<file path="config.mk">
export PLATFORM = sky130hd
export DESIGN_NAME = sram_burst_reader
export DESIGN_NICKNAME = d
export VERILOG_FILES = /design/src/rtl/sram_burst_reader.sv
export SDC_FILE = /design/constraint.sdc
export NUM_CORES = 1
export LEC_CHECK = 0
export BUFFER_PORTS_ARGS = -buffer_cell sky130_fd_sc_hd__buf_4
export CAP_MARGIN = 10
export CORE_ASPECT_RATIO = 1.75
export CORE_MARGIN = 5
export CORE_UTILIZATION = 50
export CTS_BUF_LIST = sky130_fd_sc_hd__clkbuf_16
export DETAILED_ROUTE_END_ITERATION = 12
export MAX_ROUTING_LAYER = met4
export PLACE_DENSITY = 0.76
export RECOVER_POWER = 25
export SLEW_MARGIN = 10
export SYNTH_ARGS = -nofsm -noshare
export SYNTH_HDL_FRONTEND = slang
export SYNTH_SLANG_ARGS = --single-unit
</file>
<file path="constraint.sdc">
create_clock -name clk -period 3.19 [get_ports clk]
set_input_delay 0.319 -clock clk [delete_from_list [all_inputs] [get_ports clk]]
set_output_delay 0.319 -clock clk [all_outputs]
set_load 0.05 [all_outputs]
</file>
<file path="src/rtl/sram_burst_reader.sv">
// Read-side burst engine for the 8K x 32b scratch SRAM.
// Issues one read per cycle from a (base, len) command, captures the 1-cycle-latency read
// data into a 2-entry skid FIFO and presents it on a valid/ready stream.
module sram_burst_reader #(
  parameter int unsigned AW = 13,
  parameter int unsigned DW = 32,
  parameter int unsigned LW = 14
) (
  input  logic          clk,
  input  logic          rst_n,
  input  logic          start,
  input  logic [AW-1:0] base_addr,
  input  logic [LW-1:0] len,
  output logic          busy,
  output logic          done,
  output logic          sram_ren,
  output logic [AW-1:0] sram_raddr,
  input  logic [DW-1:0] sram_rdata,
  output logic          m_valid,
  output logic [DW-1:0] m_data,
  output logic          m_last,
  input  logic          m_ready
);

  typedef enum logic [1:0] {StIdle, StRun, StDrain, StDone} state_e;

  state_e        state_q, state_d;
  logic [AW-1:0] addr_q, addr_d;
  logic [LW-1:0] remaining_q, remaining_d;

  // Read issued last cycle; its data is on sram_rdata this cycle.
  logic          inflight_q;
  logic          inflight_last_q;

  logic [DW-1:0] fifo_data_q [2];
  logic [1:0]    fifo_last_q;
  logic          rd_ptr_q, wr_ptr_q;
  logic [1:0]    count_q, count_d;

  logic          push, pop;
  logic [1:0]    occupancy;

  assign push      = inflight_q;
  assign pop       = m_valid && m_ready;
  // Words already owned by the FIFO plus the one still coming back from the SRAM.
  assign occupancy = count_q + {1'b0, inflight_q};

  assign busy       = (state_q == StRun) || (state_q == StDrain);
  assign done       = (state_q == StDone);
  assign sram_raddr = addr_q;
  assign m_valid    = (count_q != 2'd0);
  assign m_data     = m_valid ? fifo_data_q[rd_ptr_q] : '0;
  assign m_last     = m_valid && fifo_last_q[rd_ptr_q];

  // Next-state, read issue and address/length bookkeeping.
  always_comb begin
    state_d     = state_q;
    addr_d      = addr_q;
    remaining_d = remaining_q;
    sram_ren    = 1'b0;
    unique case (state_q)
      StIdle: begin
        if (start) begin
          addr_d      = base_addr;
          remaining_d = len;
          state_d     = (len == '0) ? StDone : StRun;
        end
      end
      StRun: begin
        // A slot is free now, or one frees up this cycle through a pop.
        sram_ren = (occupancy < 2'd2) || ((occupancy == 2'd2) && pop);
        if (sram_ren) begin
          addr_d      = addr_q + AW'(1);
          remaining_d = remaining_q - LW'(1);
          if (remaining_q == LW'(1)) begin
            state_d = StDrain;
          end
        end
      end
      StDrain: begin
        // Leave as the last word pops so done follows the final pop by one cycle.
        if (!inflight_q && ((count_q == 2'd0) || ((count_q == 2'd1) && pop))) begin
          state_d = StDone;
        end
      end
      StDone: begin
        state_d = StIdle;
      end
      default: begin
        state_d = StIdle;
      end
    endcase
  end

  // FIFO occupancy update; simultaneous push and pop leaves it unchanged.
  always_comb begin
    count_d = count_q;
    unique case ({push, pop})
      2'b10:   count_d = count_q + 2'd1;
      2'b01:   count_d = count_q - 2'd1;
      default: count_d = count_q;
    endcase
  end

  // Control state, counters and in-flight tracking.
  always_ff @(posedge clk or negedge rst_n) begin
    if (!rst_n) begin
      state_q         <= StIdle;
      addr_q          <= '0;
      remaining_q     <= '0;
      inflight_q      <= 1'b0;
      inflight_last_q <= 1'b0;
    end else begin
      state_q         <= state_d;
      addr_q          <= addr_d;
      remaining_q     <= remaining_d;
      inflight_q      <= sram_ren;
      inflight_last_q <= sram_ren && (remaining_q == LW'(1));
    end
  end

  // Skid FIFO storage and pointers.
  always_ff @(posedge clk or negedge rst_n) begin
    if (!rst_n) begin
      for (int i = 0; i < 2; i++) begin
        fifo_data_q[i] <= '0;
      end
      fifo_last_q <= '0;
      rd_ptr_q    <= 1'b0;
      wr_ptr_q    <= 1'b0;
      count_q     <= '0;
    end else begin
      if (push) begin
        fifo_data_q[wr_ptr_q] <= sram_rdata;
        fifo_last_q[wr_ptr_q] <= inflight_last_q;
        wr_ptr_q              <= ~wr_ptr_q;
      end
      if (pop) begin
        rd_ptr_q <= ~rd_ptr_q;
      end
      count_q <= count_d;
    end
  end

endmodule

</file>
Word level (Yosys, flattened, before mapping):

Index checks and enable logic that the tools add are counted.

* register bits after elaboration: 101
* word-level logic and storage cells: 85
* bits of input ports: 63
* output and inout port bits: 50

* reductions and logical operators: 20
* $add $sub $neg: 5
* multiplexer cells: 26
* equality and inequality tests: 12
* bitwise operators: 4
* $lt $le $gt $ge: 7

Operators by type and width (number)
* 2-to-1 mux 32 bit: 5
* bitwise mux 64 bit: 1
* demux 32 bit (select 1 bit): 1
* 2-to-1 mux 14 bit: 2
* case mux 14 bit (2 select lines): 1
* 2-to-1 mux 13 bit: 2
* case mux 13 bit (2 select lines): 1
* == test 14 x 1 -> 1 bit, second input constant: 1
* zero test 14 bit: 1
* subtractor 14 x 1 -> 14 bit, second input constant: 1
* adder 13 x 1 -> 13 bit, second input constant: 1
* 2-to-1 mux 2 bit: 5
* == test 2 bit, second input constant: 4
* logical AND 1 bit: 8
* case mux 2 bit (4 select lines): 1
* == test 2 x 1 -> 1 bit, second input constant: 3
* != test 2 x 1 -> 1 bit, second input constant: 3
* nonzero test 2 bit: 3
* >= comparator 2 bit, second input constant: 2
* zero test 2 bit: 2
* < comparator 1 x 2 -> 1 bit, second input constant: 2
* 2-to-1 mux 1 bit: 4
* NOT 1 -> 2 bit: 2
* case mux 2 bit (2 select lines): 1
* other kinds (14): 17

Longest topological paths before layout:

Gate-level depths: netlist of the first run.

* depth in word-level cells: 7
* depth in mapped cells: 8
* mapped depth without buffers: 6

Worst setup path before layout of the first run:

Ideal clock, no wire load.

* path type: flip-flop to flip-flop
* start: reg count_q[1]
* end: reg remaining_q[13]
* path slack: 0.619 ns
* stages on the path, launching flop included: 8
* data required time: 3.074 ns
* arrival: 2.455 ns
* library setup time: 0.116 ns
* cell sequence: dfrtp_1 inv_1 ha_1 or3b_1 buf_6 a21oi_1 a31oi_1 o311ai_0

* longest elaborated chain between the ends: 6
* elaborated cells between the ends (all ways): 9

Ends and longest elaborated chain
* start: declaration: RTL line 38 `logic [1:0] count_q, count_d;`
* start signal: assignment: RTL line 141 `count_q <= count_d;`
* adder 2 x 1 -> 2 bit or nonzero test 2 bit (tied branches): RTL line 46, 51
* == test 2 bit or logical AND 1 bit (tied branches): RTL line 71, 44
* logical AND 1 bit: RTL line 71 `sram_ren = (occupancy < 2'd2) || ((occupancy == 2'd2) && pop);`
* logical OR 1 bit (*): RTL line 71
* != test 2 x 1 -> 1 bit (no source line) (*)
* AND reduction 3 bit (no source line) (*)
* end signal: assignment: RTL line 116 `remaining_q <= remaining_d;`
* end: declaration: RTL line 29 `logic [LW-1:0] remaining_q, remaining_d;`

Mark *: on every way between the ends. The rest lies on a longest branch, timed or not.
A chain may end at the register's enable or synchronous reset.

Final worst setup path of the first run:

* start: reg count_q[1]
* end: out sram_ren

* longest elaborated chain between the ends: 5
* elaborated cells between the ends (all ways): 8

Ends and longest elaborated chain
* adder 2 x 1 -> 2 bit or nonzero test 2 bit (tied branches): RTL line 46, 51
* == test 2 bit or logical AND 1 bit (tied branches): RTL line 71, 44
* logical AND 1 bit: RTL line 71
* logical OR 1 bit (*): RTL line 71
* 2-to-1 mux 1 bit (*): RTL line 61 `unique case (state_q)`
* end: declaration: RTL line 16 `output logic sram_ren,`

Marked as above.

==> reports/results.txt, run 1 <==
In the final timing run, aggregate negative setup slack is 0 ns. The biggest area contributor in the post-synthesis netlist is sky130_fd_sc_hd__dfrtp_1. In this run the most critical hold path is launched from sram_rdata[20]. Synthesis produced a netlist whose cell count is 485. Gates resized during post-CTS repair numbered 0. For the hold violation count in the final report, the log shows 0.

The tools report the largest clock skew in the final design as 0.008130 ns. Traced cell by cell, the critical path runs through inv_1, ha_1, or3b_1, a21oi_1, buf_4. The checks that failed: max-capacitance violations, max-slew violations. The global routing met3 resource utilization was 0.03086; the met1 capacity usage during global routing was 0.2264.

The run gives -0.08138 as the remaining max-slew budget at the tightest pin. The arrival time of the worst setup path is 2.35 ns, and the number of setup buffers added after CTS is 0. The Yosys step of the flow raised 0 warnings. The first global-routing pass estimated 20.89 mm of wire. The run gives 90 as the starting DRC count in detailed routing. In this run the clock root is driven by a sky130_fd_sc_hd__clkbuf_16.

For the insertion delay of the later-clocked pin in the worst-skew pair, the log shows 0.34 ns. The area added between synthesis and finish is 24.55%, and the biggest fanout along the worst timing path is 10. The share of Yosys cell area claimed by the top area cell type works out to 0.4705. The critical path is of the reg2out type. Met2 routing resource usage after global routing: 0.3651.

The synthesized design contains 101 register bits. The logs give 0.2089 for the total routing usage reported by global routing and 0.01300 sq mm for the die footprint. The summed instance area of the synthesized netlist is 0.005371 sq mm, and the number of antenna violations at the first check in global routing is 0. The H-tree depth was 3. The tools report the endpoint kind of the worst setup timing path as a primary output. The final setup violation count was 0. The routability congestion estimate from global placement was 0.8971.

The max-slew violation count was 63; the critical path data required time was 2.87 ns. The endpoint of the most critical register-to-register path was remaining_q[12]. Once detail routing completed, the nets flagged for antenna violations numbered 0. The share of flip-flops with an asynchronous set or reset after synthesis was 1.000; the number of max-capacitance violations reported was 1. The mean instance size in the synthesized netlist came out at 11.08 sq um.

Across all register-to-register paths, the minimum setup slack is 0.84 ns. Post-detailed-route wirelength per cell: 17.66 um. The starting density of the core was 0.5051; the overall via count from detail_route was 4195. After layout, the minimum clock period comes to 2.670 ns. In the synthesized netlist the dominant register cell turns out to be sky130_fd_sc_hd__dfrtp_1.

For the global route total overflow, the log shows 0. Among all stages on the critical path, the largest delay is contributed by sky130_fd_sc_hd__or3b_1. Length in cells of the worst reg-to-reg path: 7.

Register clock-pin slew on the reported worst setup and hold paths: 0.07 ns. The number of flops mapped to enable cells by yosys is 0, and the top achievable clock speed is 374.5 MHz. Launch instance of the worst register-to-register path: count_q[1]. The flow ran to the end, but the final reports show violations. The number of hold buffers added after CTS was 0.

Counting the buffers created by CTS gives 9. The clock net sink count is 101. At the pin with the least slew margin, the transition time is 1.622 ns. After floorplanning, the core was sized to cover 0.01064 sq mm.

The biggest cell delay along the critical path was 0.60 ns. For the via count of the first global-routing pass, the log shows 4371. The path category of the worst min-delay check was in2reg. The proportion of layout cells with a drive suffix above 1 was 0.3580; the die span in x was 88.35 um. After detailed routing, the number of remaining DRC violations is 0.

After detailed routing, the total wire length is 12.80 mm. Entering global routing, the biggest net connects 63 pins. The count of standard-cell rows came out at 50.

Counting every net in the synthesized netlist gives 560. The tools report the number of primary I/O pins as 113. Yosys mapped the design onto 49 distinct sky130hd cell types. For the final HPWL from detailed placement, the log shows 9.416 mm.

The maximum clock path buffer count is 2. Peak-usage layer in the global routing report: met2. The worst hold path terminates at fifo_data_q[52]. The worst hold path was traced through 2 stages. For the sequential area share after synthesis, the log shows 0.4705. Final critical-path share of the clock period: 0.8371. Setup repair after global routing left no endpoint under its margin. The number of detailed-route iterations in the first pass came out at 6. TritonCTS built the clock tree. Dividing the detail-routed via count by the number of cells gives 5.786. Sorting the synthesized cells by area gives the leading types as sky130_fd_sc_hd__dfrtp_1, sky130_fd_sc_hd__mux2_2, sky130_fd_sc_hd__mux2i_1. The number of I/O port buffers was 112. STA classifies the critical path startpoint as a register.

The vertical die dimension came out at 147.1 um. The tools report the number of inserted diodes as 0. The final layout contains 666 nets.
## how the worst max path moves through the flow
stage	end	startpoint	slack (ns)
5_1_grt	sram_ren	count_q[1]	0.39
6_report	sram_ren	count_q[1]	0.52
4_1_cts	sram_ren	count_q[1]	0.50
3_3_place_gp	sram_ren	count_q[1]	0.92
2_1_floorplan	remaining_q[13]	count_q[1]	0.62
3_5_place_dp	remaining_q[12]	count_q[1]	0.85
## metal layers
| layer | vias up | routed length, um |
|---|---|---|
| li1 | 1963 | - |
| met1 | 2089 | 4744 |
| met2 | 112 | 7132 |
| met3 | 31 | 498 |
| met4 | 0 | 426 |
| met5 | - | 0 |
## state kept, by name (all words and copies together) (netlist names), 2 cells and up
name,count
count_q,2
fifo_data_q,64
fifo_last_q,2
remaining_q,14
sram_raddr,13
state_q,2
## cell usage after synthesis (all sizes together) (5+ instances only)
cell type / number
nand2: 30
nand3: 12
mux2i: 47
nor3: 11
o21ai: 13
nor4: 5
inv: 12
o22ai: 13
a21oi: 23
clkbuf: 12
buf: 16
a2bb2oi: 6
ha: 12
nand4: 6
mux2: 67
nor2: 45
dfrtp: 101
## critical path, delay by kind of cell (launching register included)
kind / cells / cell delay [ns]
adder cells (fa/ha/maj): 1 / 0.20
AND/OR/NAND/NOR: 1 / 0.60
flip-flops: 1 / 0.49
buffers and inverters: 2 / 0.36
AO/OA/AOI/OAI: 1 / 0.36
## layout make-up
class / count / area, sq um
clock buffers: 9 / 225.2
multi-input cells: 344 / 2678
repair buffers: 123 / 917.1
fillers: 897 / 3945
flip-flops and latches: 101 / 2529
inverters: 12 / 45.04
well taps: 130 / 162.7
clock inverters: 6 / 133.9
## cells by family after synthesis
logic type | Yosys count | synth area share
compound gates | 77 | 0.09900
xor+xnor | 7 | 0.01491
fa+ha+maj | 12 | 0.02795
buf+inv | 40 | 0.03238
flops | 101 | 0.4705
mux | 114 | 0.2280
simple gates | 134 | 0.1272
## per-stage QoR
step                cell area, sq um    util  std cells  hold WS, ns  worst slack [ns]
floorplan                       5371       -        485      0.02341            0.6190
global placement                6337  0.5959        710       0.4468            0.9153
detailed placement              6337  0.5959        710       0.4612            0.8498
CTS                             6696  0.6296        725      0.09428            0.4952
global route                    6690  0.6291        725       0.2060            0.3899
finish                          6690  0.6291        725       0.2184            0.5197
## cells in the final DEF (no fill, tap or decap), drive strengths merged, types with 2 or more instances in the layout
master and n:
a2111oi 2, a211oi 4, a21oi 23, a221o 2
a22oi 2, a2bb2oi 6, a31oi 3, and3 3
and4 2, buf 121, bufinv 4, clkbuf 11
dfrtp 101, ha 12, inv 13, mux2 67
mux2i 47, nand2 30, nand2b 4, nand3 12
nand3b 3, nand4 6, nor2 45, nor2b 3
nor3 11, nor3b 2, nor4 5, o2111ai 2
o21ai 13, o22ai 13, o311ai 2, or3 4
xnor2 4, xor2 3
Power of run 1 is left out: the tool's default activity adds up to more than one toggle a clock period on the data nets, which glitch-free logic cannot reach.
==> inputs of run 2 (changes only) <==
Settings changed: ABC_AREA set to 1.
Clock period 3.19 ns to 2.69 ns, I/O delays scaled along.
==> run 2 against run 1 <==
The flow still finishes with violations (max-capacitance violations, max-slew violations). First-iteration DRC count grew to 3.1 times the previous value. Final cell count increased by 34%. Count of clock-buffer cells in the layout unchanged. Die area increased by 1.4%. Hold slack lost 0.028 ns. Critical path type unchanged. Flip-flop and latch count stayed put. Highest routed layer unchanged. Register-to-register slack got worse by 0.33 ns. Routed wire length grew 6.5%. Core utilization down 1.1 points. Synthesized cell count is 53% higher. Setup slack worse by 0.13 ns. Synthesized area is 1.5% higher.
==> reports/results.txt, run 2 <==
Arrival time of the worst setup path: 2.03 ns (-0.32 ns). The tree is rooted in a sky130_fd_sc_hd__clkbuf_16. The critical path startpoint category was a register. For the maximum clock path buffer count, the log shows 2 (unchanged).

The insertion delay of the later-clocked pin in the worst-skew pair was 0.34 ns (about the same); the global route total overflow was 0 (unchanged). The number of standard cells in the final layout excluding fillers came out at 973 (+34%). The amount of wire on met2 after detailed routing was 7.220 mm (+1.2%). The count of cell types in the netlist is 33 (-33%).

The signal on the critical path passes through inv_1, ha_1, inv_2, buf_4, o21ai_0, nor2_1, buf_4. The quantity of hold-fixing buffers added after cts is 0 (unchanged), and the core area is 0.01070 sq mm (+0.59%). The biggest fanout along the worst timing path came out at 35 (+25).

By area the synthesized netlist is led by sky130_fd_sc_hd__dfrtp_1, sky130_fd_sc_hd__nand2_1, sky130_fd_sc_hd__nor2_1. The register clock-pin slew on the reported worst setup and hold paths was 0.07 ns (about the same); the share of flip-flops with an asynchronous set or reset after synthesis was 1.000 (unchanged). The number of instances in the synthesized netlist came out at 744 (+53%). Critical path class: reg2out.

Post-detailed-route wirelength per cell: 14.01 um (-21%). The starting DRC count in detailed routing was 280 (+210%); the number of primary I/O pins was 113 (unchanged). The most instantiated flip-flop cell in the synthesis netlist is sky130_fd_sc_hd__dfrtp_1. For the minimum setup slack among reg-to-reg paths, the log shows 0.51 ns (-0.33 ns). The tools report the DRC violation count after routing as 0 (unchanged). The tools report the pin count of the biggest net entering global routing as 68 (+7.9%). The endpoint kind of the worst setup timing path is a primary output. For the routability congestion estimate from global placement, the log shows 0.8808 (-1.8%).

The highest metal layer carrying signal wires in the routed design is met4. The die span in x came out at 88.94 um (+0.67%). The clock net sink count came out at 101 (unchanged). For the die footprint, the log shows 0.01318 sq mm (+1.4%). Ranked by instance count, the synthesized netlist is headed by sky130_fd_sc_hd__nand2_1, sky130_fd_sc_hd__nor2_1, sky130_fd_sc_hd__dfrtp_1.

The checks that failed: max-capacitance violations, max-slew violations. Counting flops per register, the top entry is fifo_data_q. The logs give 0 (unchanged) for the number of gates resized after CTS and 5.325 mm (+12%) for the met1 wire length. The number of warning messages in the yosys log was 0 (unchanged). The number of inserted diodes was 0 (unchanged); the final setup TNS was 0 ns (unchanged). The mean instance size in the synthesized netlist is 7.329 sq um (-34%), and the H-tree depth is 3 (unchanged).

The critical path data required time came out at 2.42 ns (-0.45 ns). The logs give 58 (-7.9%) for the max-slew violation count and 22.58 mm (+8.1%) for the first-pass GRT wire length. The number of max-capacitance violations reported was 1 (unchanged).

The tools report the number of setup buffers added after CTS as 0 (unchanged). The summed instance area of the synthesized netlist is 0.005453 sq mm (+1.5%), and the instance count after placement with tap cells included is 958 (+35%). By instance count, the cell type seen most on the critical path is sky130_fd_sc_hd__buf_4.

The number of I/O port buffers works out to 112 (unchanged). The proportion of layout cells with a drive suffix above 1 was 0.1827 (-0.1753). TritonCTS built the clock tree.

Number of flops mapped to enable cells by yosys: 0 (unchanged). For the number of nets in the layout, the log shows 914 (+37%). Setup repair after global routing left no endpoint under its margin. The remaining antenna violation count is 0 (unchanged), and the sequential area share after synthesis is 0.4635 (-0.007018). The slew at the pin with the worst max-slew slack was 1.526 ns (-0.09604 ns); the final critical-path share of the clock period was 0.8539. The via count of the first global-routing pass was 5010 (+15%). The run gives 0 (unchanged) as the hold violation count in the final report.

The total routing usage reported by global routing was 0.2193 (+0.01038). The starting density of the core is 0.5097 (+0.004649). Leaving out fill and tap cells, the most frequent cell in the layout is sky130_fd_sc_hd__nand2_1. For the number of nets in the synthesized netlist, the log shows 819 (+46%).

Largest clock skew in the final design: 0.007307 ns (-0.0008222 ns). The most common cell in the synthesized netlist is sky130_fd_sc_hd__nand2_1. Number of synthesized register bits: 101 (unchanged).

The run gives 0 (unchanged) as the final setup violation count. The final HPWL from detailed placement is 9.657 mm (+2.6%). The worst slack at placement came out at 0.5328 ns (-0.3171 ns).

The flip-flop count of the largest register after layout was 64 (unchanged). Routed wire length on met3: 816 um (+64%). On the critical path, the stage with the largest delay is an instance of sky130_fd_sc_hd__dfrtp_1.

The number of antenna violations at the first check in global routing is 0 (unchanged), and the via density per instance is 5.222 (-9.8%). The path category of the worst min-delay check was in2reg. The area added between synthesis and finish is 21.25%.

The final wirelength was 13.63 mm (+6.5%); the number of detailed-route iterations in the first pass was 5 (-1). For this run, the top clock speed supported by timing is 435.3 MHz. The remaining max-slew budget at the tightest pin was -0.01735 (+0.06403); the number of buffers added by the clock tree synthesis step was 9 (unchanged).

The minimum setup slack in the final design was 0.3929 ns (-0.1267 ns). The overall via count from detail_route is 5081 (+21%), and the final period demand of the worst path is 2.297 ns. The biggest cell delay along the critical path was 0.42 ns (-0.18 ns); the share of Yosys cell area claimed by the top area cell type was 0.4635 (-0.007018). The library cells used most frequently in the layout, excluding fill and tap cells, are sky130_fd_sc_hd__nand2_1, sky130_fd_sc_hd__nor2_1, sky130_fd_sc_hd__buf_4. The flow ran to the end, but the final reports show violations.

Library cell occupying the most area in the post-synthesis netlist: sky130_fd_sc_hd__dfrtp_1. The run gives 50 (unchanged) as the count of standard-cell rows. Vertical die dimension: 148.1 um (+0.70%).
[run 2: final timing paths]
path / start / end / depth (start not counted)
worst max register to register: state_q[1] / remaining_q[6] / 9
max in group asynchronous: rst_n / fifo_data_q[60] / 2
worst max-delay path: count_q[0] / m_data[24] / 7
min in group asynchronous: rst_n / fifo_data_q[6] / 1
worst min-delay path: sram_rdata[18] / fifo_data_q[50] / 3
worst min register to register: fifo_last_q[0] / fifo_last_q[0] / 2
[run 2: cells by family (layout without fill, tap and decap cells)]
| kind of cell | after synthesis | after routing | synth area share |
|---|---|---|---|
| AND/OR/NAND/NOR | 387 | 387 | 0.2907 |
| adder cells (fa/ha/maj) | 12 | 12 | 0.02753 |
| XOR/XNOR | 4 | 4 | 0.006426 |
| buffers and inverters | 108 | 207 | 0.08674 |
| flip-flops | 101 | 101 | 0.4635 |
| AO/OA/AOI/OAI | 131 | 131 | 0.1232 |
| multiplexers | 1 | 1 | 0.001836 |
[run 2: stage by stage]
stage | area (sq um) | util | hold WS (ns)
floorplan | 5453 | - | -0.02659
global route | 6611 | 0.6180 | 0.1852
global placement | 6334 | 0.5920 | 0.3859
detailed placement | 6334 | 0.5920 | 0.3999
CTS | 6614 | 0.6182 | 0.02327
finish | 6611 | 0.6180 | 0.1903
[run 2: layer usage]
metal  track usage  vias up
met5             -        -
met4       0.07675        0
met3       0.03603       23
met2        0.3798      157
met1        0.2518     2375
li1              -     2526
[run 2: cell type report]
cell class	instances	area [sq um]
tap	130	162.7
sequential	101	2527
multi-input combinational	535	2455
timing repair buffer	118	908.4
clock buffer	9	225.2
clock inverter	6	55.05
inverter	74	277.8
fill	959	4086
[run 2: critical path, delay by kind of cell, from the launching register on]
family,cells,cell delay (ns)
adders and majority gates,1,0.23
buffers and inverters,4,0.69
and+or+nand+nor,1,0.19
DFF,1,0.42
AOI/OAI and AO/OA,1,0.15
Power of run 2 is left out for the same reason.
